## src/rtl/keypad_entry.sv

```systemverilog
// keypad_entry: 4x4 matrix keypad scanner, debouncer and 4-digit entry buffer.
//
// Ports:
//   clk           in  1   1 kHz system clock
//   reset         in  1   asynchronous, active-high
//   keyPad_row    in  4   row lines, active-low, asynchronous
//   keyPad_column out 4   column drive, one-hot active-low
//   Digits        out 16  entry buffer, [3:0] is the newest digit
//   Valid         out 4   per-nibble valid for Digits
//   key_strobe    out 1   one-cycle pulse per accepted key
//   key_code      out 4   code of the last accepted key
//   submit        out 1   one-cycle pulse when '#' is accepted
//   submit_code   out 16  Digits captured at submit
//   submit_valid  out 4   Valid captured at submit
module keypad_entry #(
    parameter int unsigned DEBOUNCE = 20,
    parameter int unsigned DWELL    = 4
) (
    input  logic        clk,
    input  logic        reset,
    input  logic [3:0]  keyPad_row,
    output logic [3:0]  keyPad_column,
    output logic [15:0] Digits,
    output logic [3:0]  Valid,
    output logic        key_strobe,
    output logic [3:0]  key_code,
    output logic        submit,
    output logic [15:0] submit_code,
    output logic [3:0]  submit_valid
);

    localparam logic [1:0] S_SCAN  = 2'd0;
    localparam logic [1:0] S_DEB   = 2'd1;
    localparam logic [1:0] S_PRESS = 2'd2;
    localparam logic [1:0] S_REL   = 2'd3;

    localparam logic [7:0] DWELL_LAST = 8'(DWELL - 1);
    localparam logic [7:0] DEB_LAST   = 8'(DEBOUNCE - 1);

    localparam logic [3:0] K_BKSP  = 4'hE;
    localparam logic [3:0] K_CLEAR = 4'hC;
    localparam logic [3:0] K_SUB   = 4'hF;

    logic [3:0] row_s1;
    logic [3:0] rs;
    logic [1:0] state;
    logic [1:0] col;
    logic [1:0] row_idx;
    logic [7:0] cnt;
    logic [7:0] dwell;

    logic       any_low;
    logic [1:0] low_idx;
    logic       dwell_done;
    logic       same_row;
    logic       accept;
    logic [1:0] acc_row;
    logic [3:0] acc_code;
    logic       is_digit;

    // Position (row, column) to key code.
    function automatic logic [3:0] decode(
        input logic [1:0] r,
        input logic [1:0] c
    );
        logic [3:0] k;
        case ({r, c})
            4'h0:    k = 4'h1;
            4'h1:    k = 4'h2;
            4'h2:    k = 4'h3;
            4'h3:    k = 4'hA;
            4'h4:    k = 4'h4;
            4'h5:    k = 4'h5;
            4'h6:    k = 4'h6;
            4'h7:    k = 4'hB;
            4'h8:    k = 4'h7;
            4'h9:    k = 4'h8;
            4'hA:    k = 4'h9;
            4'hB:    k = 4'hC;
            4'hC:    k = 4'hE;
            4'hD:    k = 4'h0;
            4'hE:    k = 4'hF;
            default: k = 4'hD;
        endcase
        return k;
    endfunction

    // Two-flop synchronizer; idles high so reset never looks like a press.
    always_ff @(posedge clk or posedge reset) begin
        if (reset) begin
            row_s1 <= 4'hF;
            rs     <= 4'hF;
        end else begin
            row_s1 <= keyPad_row;
            rs     <= row_s1;
        end
    end

    // Lowest-index low row wins.
    always_comb begin
        low_idx = 2'd0;
        if (!rs[0]) begin
            low_idx = 2'd0;
        end else if (!rs[1]) begin
            low_idx = 2'd1;
        end else if (!rs[2]) begin
            low_idx = 2'd2;
        end else if (!rs[3]) begin
            low_idx = 2'd3;
        end
    end

    assign any_low    = (rs != 4'hF);
    assign dwell_done = (dwell == DWELL_LAST);
    assign same_row   = any_low && (low_idx == row_idx);

    // A single-cycle debounce accepts straight from the scan sample.
    always_comb begin
        accept = 1'b0;
        if (state == S_SCAN) begin
            accept = dwell_done && any_low && (DEBOUNCE == 1);
        end else if (state == S_DEB) begin
            accept = same_row && (cnt == DEB_LAST);
        end
    end

    assign acc_row  = (state == S_SCAN) ? low_idx : row_idx;
    assign acc_code = decode(acc_row, col);
    assign is_digit = (acc_code <= 4'h9);

    assign keyPad_column = ~(4'b0001 << col);

    // Scan / debounce / release sequencing.
    always_ff @(posedge clk or posedge reset) begin
        if (reset) begin
            state   <= S_SCAN;
            col     <= 2'd0;
            row_idx <= 2'd0;
            cnt     <= 8'd0;
            dwell   <= 8'd0;
        end else begin
            case (state)
                S_SCAN: begin
                    if (dwell_done) begin
                        dwell <= 8'd0;
                        if (any_low) begin
                            row_idx <= low_idx;
                            cnt     <= 8'd1;
                            state   <= accept ? S_PRESS : S_DEB;
                        end else begin
                            col <= col + 2'd1;
                        end
                    end else begin
                        dwell <= dwell + 8'd1;
                    end
                end
                S_DEB: begin
                    if (same_row) begin
                        if (accept) begin
                            state <= S_PRESS;
                        end else begin
                            cnt <= cnt + 8'd1;
                        end
                    end else begin
                        // Bounce: give up and retry on the next visit.
                        state <= S_SCAN;
                        col   <= col + 2'd1;
                        dwell <= 8'd0;
                    end
                end
                S_PRESS: begin
                    state <= S_REL;
                    cnt   <= 8'd0;
                end
                default: begin
                    if (rs == 4'hF) begin
                        if (cnt == DEB_LAST) begin
                            state <= S_SCAN;
                            col   <= col + 2'd1;
                            dwell <= 8'd0;
                        end else begin
                            cnt <= cnt + 8'd1;
                        end
                    end else begin
                        cnt <= 8'd0;
                    end
                end
            endcase
        end
    end

    // Buffer and strobes change on the edge entering PRESS, so they are
    // already valid while key_strobe is high.
    always_ff @(posedge clk or posedge reset) begin
        if (reset) begin
            key_strobe   <= 1'b0;
            key_code     <= 4'h0;
            submit       <= 1'b0;
            Digits       <= 16'h0;
            Valid        <= 4'h0;
            submit_code  <= 16'h0;
            submit_valid <= 4'h0;
        end else begin
            key_strobe <= accept;
            submit     <= 1'b0;
            if (accept) begin
                key_code <= acc_code;
                unique case (1'b1)
                    is_digit: begin
                        if (Valid != 4'hF) begin
                            Digits <= {Digits[11:0], acc_code};
                            Valid  <= {Valid[2:0], 1'b1};
                        end
                    end
                    (acc_code == K_BKSP): begin
                        Digits <= {4'h0, Digits[15:4]};
                        Valid  <= {1'b0, Valid[3:1]};
                    end
                    (acc_code == K_CLEAR): begin
                        Digits <= 16'h0;
                        Valid  <= 4'h0;
                    end
                    (acc_code == K_SUB): begin
                        submit       <= 1'b1;
                        submit_code  <= Digits;
                        submit_valid <= Valid;
                        Digits       <= 16'h0;
                        Valid        <= 4'h0;
                    end
                    default: begin
                    end
                endcase
            end
        end
    end

endmodule

```

## config.mk

```make
export PLATFORM = sky130hd
export DESIGN_NAME = keypad_entry
export DESIGN_NICKNAME = d
export VERILOG_FILES = /design/src/rtl/keypad_entry.sv
export SDC_FILE = /design/constraint.sdc
export NUM_CORES = 1
export LEC_CHECK = 0
export ABC_CLOCK_PERIOD_IN_PS = 3260
export CORE_UTILIZATION = 63
export DETAILED_ROUTE_END_ITERATION = 7
export DONT_BUFFER_PORTS = 1
export GPL_ROUTABILITY_DRIVEN = 1
export HOLD_SLACK_MARGIN = 0.06
export PLACE_DENSITY_LB_ADDON = 0.25
export SYNTH_ARGS = -nofsm -noshare
export SYNTH_HDL_FRONTEND = slang
export SYNTH_SLANG_ARGS = --single-unit
```

## constraint.sdc

```tcl
create_clock -name clk -period 3.26 [get_ports clk]
set_input_delay 0.652 -clock clk [delete_from_list [all_inputs] [get_ports clk]]
set_output_delay 0.652 -clock clk [all_outputs]
set_load 0.1 [all_outputs]
```

* Word-level counts from Yosys, hierarchy flattened
Memories as Yosys holds them, arrays and structs flattened.
Cells that the tools add are included.
** Storage, ports and cells
- Bits in registers :: 76
- ROM bits :: 64
- Memories :: 1
** Operators by class
- Shifts and indexed selects :: 1
- Order comparisons :: 1
- Add/sub/neg operators :: 3
- Equal/unequal tests :: 20
- Reduce and logical (&&, ||, !) cells :: 16
- Mux-type cells :: 39
- Bitwise logic cells :: 2
** Memories
- (name not given) :: words 16, width 4, read ports 1, clocked after memory_dff 0, wr ports 0, line 67 : case ({r, c})
** Operators by type and width (count)
- 2-to-1 mux 8 bit :: 10
- one-hot mux 16 bit (3 select lines) :: 1
- one-hot mux 8 bit (3 select lines) :: 2
- 2-to-1 mux 2 bit :: 17
- adder 8 x 1 -> 8 bit, second input constant :: 2
- equality test 4 bit, second input constant :: 4
- 2-to-1 mux 16 bit :: 1
- inequality test 2 bit, second input constant :: 6
- one-hot mux 2 bit (3 select lines) :: 2
- one-hot mux 4 bit (3 select lines) :: 1
- AND reduction 5 bit :: 2
- nonzero test 3 bit :: 3
- equality test 8 x 2 -> 1 bit, second input constant :: 1
- equality test 8 x 5 -> 1 bit, second input constant :: 1
- inequality test 4 bit, second input constant :: 2
- nonzero test 4 bit :: 2
- AND reduction 3 bit :: 2
- AND reduction 6 bit :: 1
- inequality test 5 x 4 -> 1 bit, second input constant :: 1
- <= comparator 4 bit, second input constant :: 1
- 2-to-1 mux 1 bit :: 4
- 2-to-1 mux 4 bit :: 1
- inverter 4 bit :: 1
- AND reduction 4 bit :: 1
- other kinds (12) :: 13

* Depth between registers and ports, before layout
- Word-level depth :: 13
- Gate-level depth with buffers :: 9
- Gate-level depth less buffers :: 8

* Least setup slack after synthesis
No wires, ideal clock.
- Path kind :: register to register
- From :: reg col[0]
- To :: reg Digits[4]
- Library setup time :: 0.127 ns
- Stages on the path, launching flop included :: 10
- Data arrival time :: 2.911 ns
- Path buffers :: 1
- Slack :: 0.222 ns
- Clock period less this slack :: 3.038 ns
- Data required time :: 3.133 ns
- Cell sequence :: dfrtp_1 -> inv_1 -> ha_1 -> inv_1 -> nor3_1 -> o31ai_2 -> o211ai_4 -> o22ai_2 -> buf_6 -> mux2_4
** Between the ends
- Longest elaborated chain between the ends :: 5
- Elaborated cells between the ends (all ways) :: 10
- Classes of those cells :: order compare (1); eq/ne (4); mux (1); reduce/logical (3); memory (1)
** Ends and longest elaborated chain
- start, declared :: line 47 : logic [1:0] col;
- start signal, assigned :: line 151 : col <= col + 2'd1;
- start signal, assigned :: line 167 : col <= col + 2'd1;
- start signal, assigned :: line 179 : col <= col + 2'd1;
- memory read (16 x 4 bit) *
- parallel branches: the longest is 4 deep, another holds <= comparator 4 bit
- end signal, assigned :: line 211 : Digits <= {Digits[11:0], acc_code};
- end signal, assigned :: line 216 : Digits <= {4'h0, Digits[15:4]};
- end, declared :: line 23 : output logic [15:0] Digits,
Mark *: on every way between the ends.
A chain may end at the register's enable or synchronous reset.

* Worst setup path after layout
- From :: reg state[0]
- To :: reg Digits[12]
** Between the ends
- Longest elaborated chain between the ends :: 7
- Elaborated cells between the ends (all ways) :: 15
- Classes of those cells :: order compare (1); eq/ne (5); mux (4); reduce/logical (4); memory (1)
** Ends and longest elaborated chain
- start, declared :: line 46 : logic [1:0] state;
- start signal, assigned :: line 149 : state <= accept ? S_PRESS : S_DEB;
- parallel branches: the longest is 7 deep, another holds memory read (16 x 4 bit)
Parallel ways; which one is timed is not known.

==> reports/qor.txt <==
status - complete, no violations
Core ar. - 5642 sq um
FFs w/ async S/R, synth - 100.0%
final hold vios - 0
setup slack, reg-to-reg - 450 ps
RSZ-0062 raised after global routing - false
R2R Path Start - state[0]
Layout Nets - 353
vias in the first global route - 2,441
crit path capture type - register
Synth top area share - 45.26%
Rows - 27
Ports - 56
Yosys warnings - 0
Worst Hold Class - in2async
Resized cells post-CTS - 0
crit path cell chain - nor2_4 -> o211a_1 -> nor3_1 -> o31ai_2 -> o211ai_4 -> o22ai_2 -> buf_4 -> buf_4 -> mux2i_1
# Post-CTS Setup Buffers - 0
CTS tree - built
Pleak - 1.866 nW
Final Non-Filler Cells - 416
Seq/Total Area, Yosys - 50.85%
DR vias/cell - 6.293
initial antenna violation count - 0
H-tree level count - 3
Worst Path Class, Setup - reg2reg
Syn Area/Cell - 11.50 sq um
Top cell by count, worst path - buf_4
area grow syn2layout - 8.652%
flops & latches, synth - 76
DRT iter0 DRCs - 169
PortBufs - 0
routability cong. - 0.8302
hold buffers post-CTS - 0
Post-Route WL - 7.107 mm
Slew Viols, Final - 0
CP startpoint kind - register
layout cells sized above 1 - 22.97%
Yosys cell types - 60
Cell Area, Synth - 3760 sq um
antenna-violating nets left - 0
Post-synth EDFFs - 0
Vias - 2,618
maximum VDD drop - 592.6 uV
largest net degree at the start of global routing - 31
Inst Count DP - 400
worst-path maximum fanout - 18
Final Cycle Share - 86.05%
worst endpoint required time - 3530 ps
top post-synthesis cells by count - 68 x dfrtp_1, 27 x nand2_1, 27 x o21ai_0, 17 x inv_1, 16 x mux2_2
final setup violation count - 0
delay-heaviest family, CP - compound AO/OA/AOI/OAI gates
clock latency on the worst-skew pair - 350 ps
Syn Nets - 341
Root Driver - clkbuf_8
PwrDens - 694.2 nW/um^2
residual DRC count - 0
Max Cap Viol - 0
R2R Path End - Digits[12]
WL per Instance - 17.08 microns
Worst-path clk slew - 90 ps
GR Overflow Total - 0
Die Y - 79.25 microns
worst path bufs/invs - 2
cell accounting for the most synthesized area - dfrtp_1
ranking of synthesized cells by area - dfrtp_1 45%, dfstp_2 5.6%, mux2_4 5.2%, mux2_2 4.8%, o21ai_0 3.6%
Syn Inst Count - 327
first-pass GRT wire length - 11.83 mm
Slew @ Worst Pin - 1011 ps
Num CTS Buffers - 9
setup_tns - 0 ps
slowest stage delay, CP - 560 ps
CTS sink count - 76
drt pass-1 iters - 4
die width - 79.25 microns
total track usage - 24.77%
min cycle time layout - 2805 ps
clk_skew - 14.80 ps
cells on worst reg2reg path - 9
Initial Utilization - 66.64%
die area - 6281 sq um
detailed placement HPWL - 4.983 mm
Slowest-stage cell, CP - dfrtp_1
Fmax - 356.5 MHz
most frequent cell after synthesis - dfrtp_1
ANT cells - 0
ys flop type - dfrtp_1
arrival time of the worst setup path - 3080 ps
clock buffer depth - 2
relative slew slack - 32.60%
-- where the power goes --
group	internal, mW	leakage (nW)	switching [mW]
Sequential	1.02	1.02	0.121
Combinational	0.299	0.751	0.650
Clock	0.379	0.0955	0.364
Total	1.70	1.87	1.14
-- metrics by stage --
stage	total power, mW	hold slack [ps]	util (%)	area (sq um)	worst slack [ps]
2_1_floorplan	1.926	345.2	-	3760	222.2
4_1_cts	2.844	149.3	72.41	4085	448.9
3_3_place_gp	2.076	346.9	68.73	3877	553.5
5_1_grt	3.001	164.8	72.41	4085	230.4
3_5_place_dp	2.102	346.8	68.73	3877	477.2
6_report	2.836	151.4	72.41	4085	454.7
-- routing by layer --
layer	part of all wire (%)	track usage, %	vias to the layer above
met2	46	35.26	77
met4	1.5	8.727	0
met5	0	0	-
met1	47	36.18	1305
li1	-	-	1226
met3	5.7	7.011	10
-- worst reg2reg max path, stage by stage, from the launching register on --
cell      delay (ps)
dfrtp_1          560
nor2_4           330
o211a_1          290
nor3_1           120
o31ai_2          430
o211ai_4         130
o22ai_2          160
buf_4            320
buf_4            200
mux2i_1          190
-- kinds of logic (layout without fill, tap and decap cells) --
family	Yosys count	after routing	share of synthesized area, %
simple gates	86	86	11.75
compound gates	85	85	17.47
flops	76	76	50.85
mux	40	40	13.04
buf+inv	30	47	3.760
fa+ha+maj	8	8	2.662
xor+xnor	2	2	0.4660
-- registers in the layout (all words and copies together), names as in the netlist --
register,count
Digits,16
Valid,4
cnt,8
col,2
dwell,8
key_code,4
key_strobe,1
row_idx,2
row_s1,4
rs,4
state,2
submit,1
submit_code,16
submit_valid,4
-- worst max path at each step --
stage | from | endpoint | slack (ps) | cells past startpoint
global placement | state[0] | Digits[10] | 550 | 8
detailed placement | state[0] | Digits[12] | 480 | 9
global route | state[0] | Digits[12] | 230 | 9
floorplan | col[0] | Digits[4] | 220 | 9
finish | state[0] | Digits[12] | 450 | 9
CTS | state[0] | Digits[12] | 450 | 9
-- final cells by class --
class | instances | area, sq um
Sequential cell | 76 | 1912
Tap cell | 72 | 90.09
Clock inverter | 6 | 70.07
Multi-Input combinational cell | 221 | 1707
Clock buffer | 10 | 137.6
Fill cell | 385 | 1556
Timing Repair Buffer | 14 | 105.1
Inverter | 17 | 63.81
-- cells in the final DEF (no fill, tap or decap), types with 3 or more instances in the layout --
cell and count:
dfstp_2 8, mux2_1 4, clkbuf_8 10, nand2_1 27
and3_1 6, nor3_1 8, mux2i_1 7, dfrtp_1 68
nand2b_1 4, mux2_4 13, clkinvlp_4 3, nand3_1 10
a21oi_1 10, and2_1 4, inv_1 16, mux2_2 16
a22o_1 13, o31ai_1 5, buf_4 14, nor2_1 11
nand4_1 4, o21ai_0 27, ha_1 8
No activity file was read; power rests on OpenSTA's default activity.
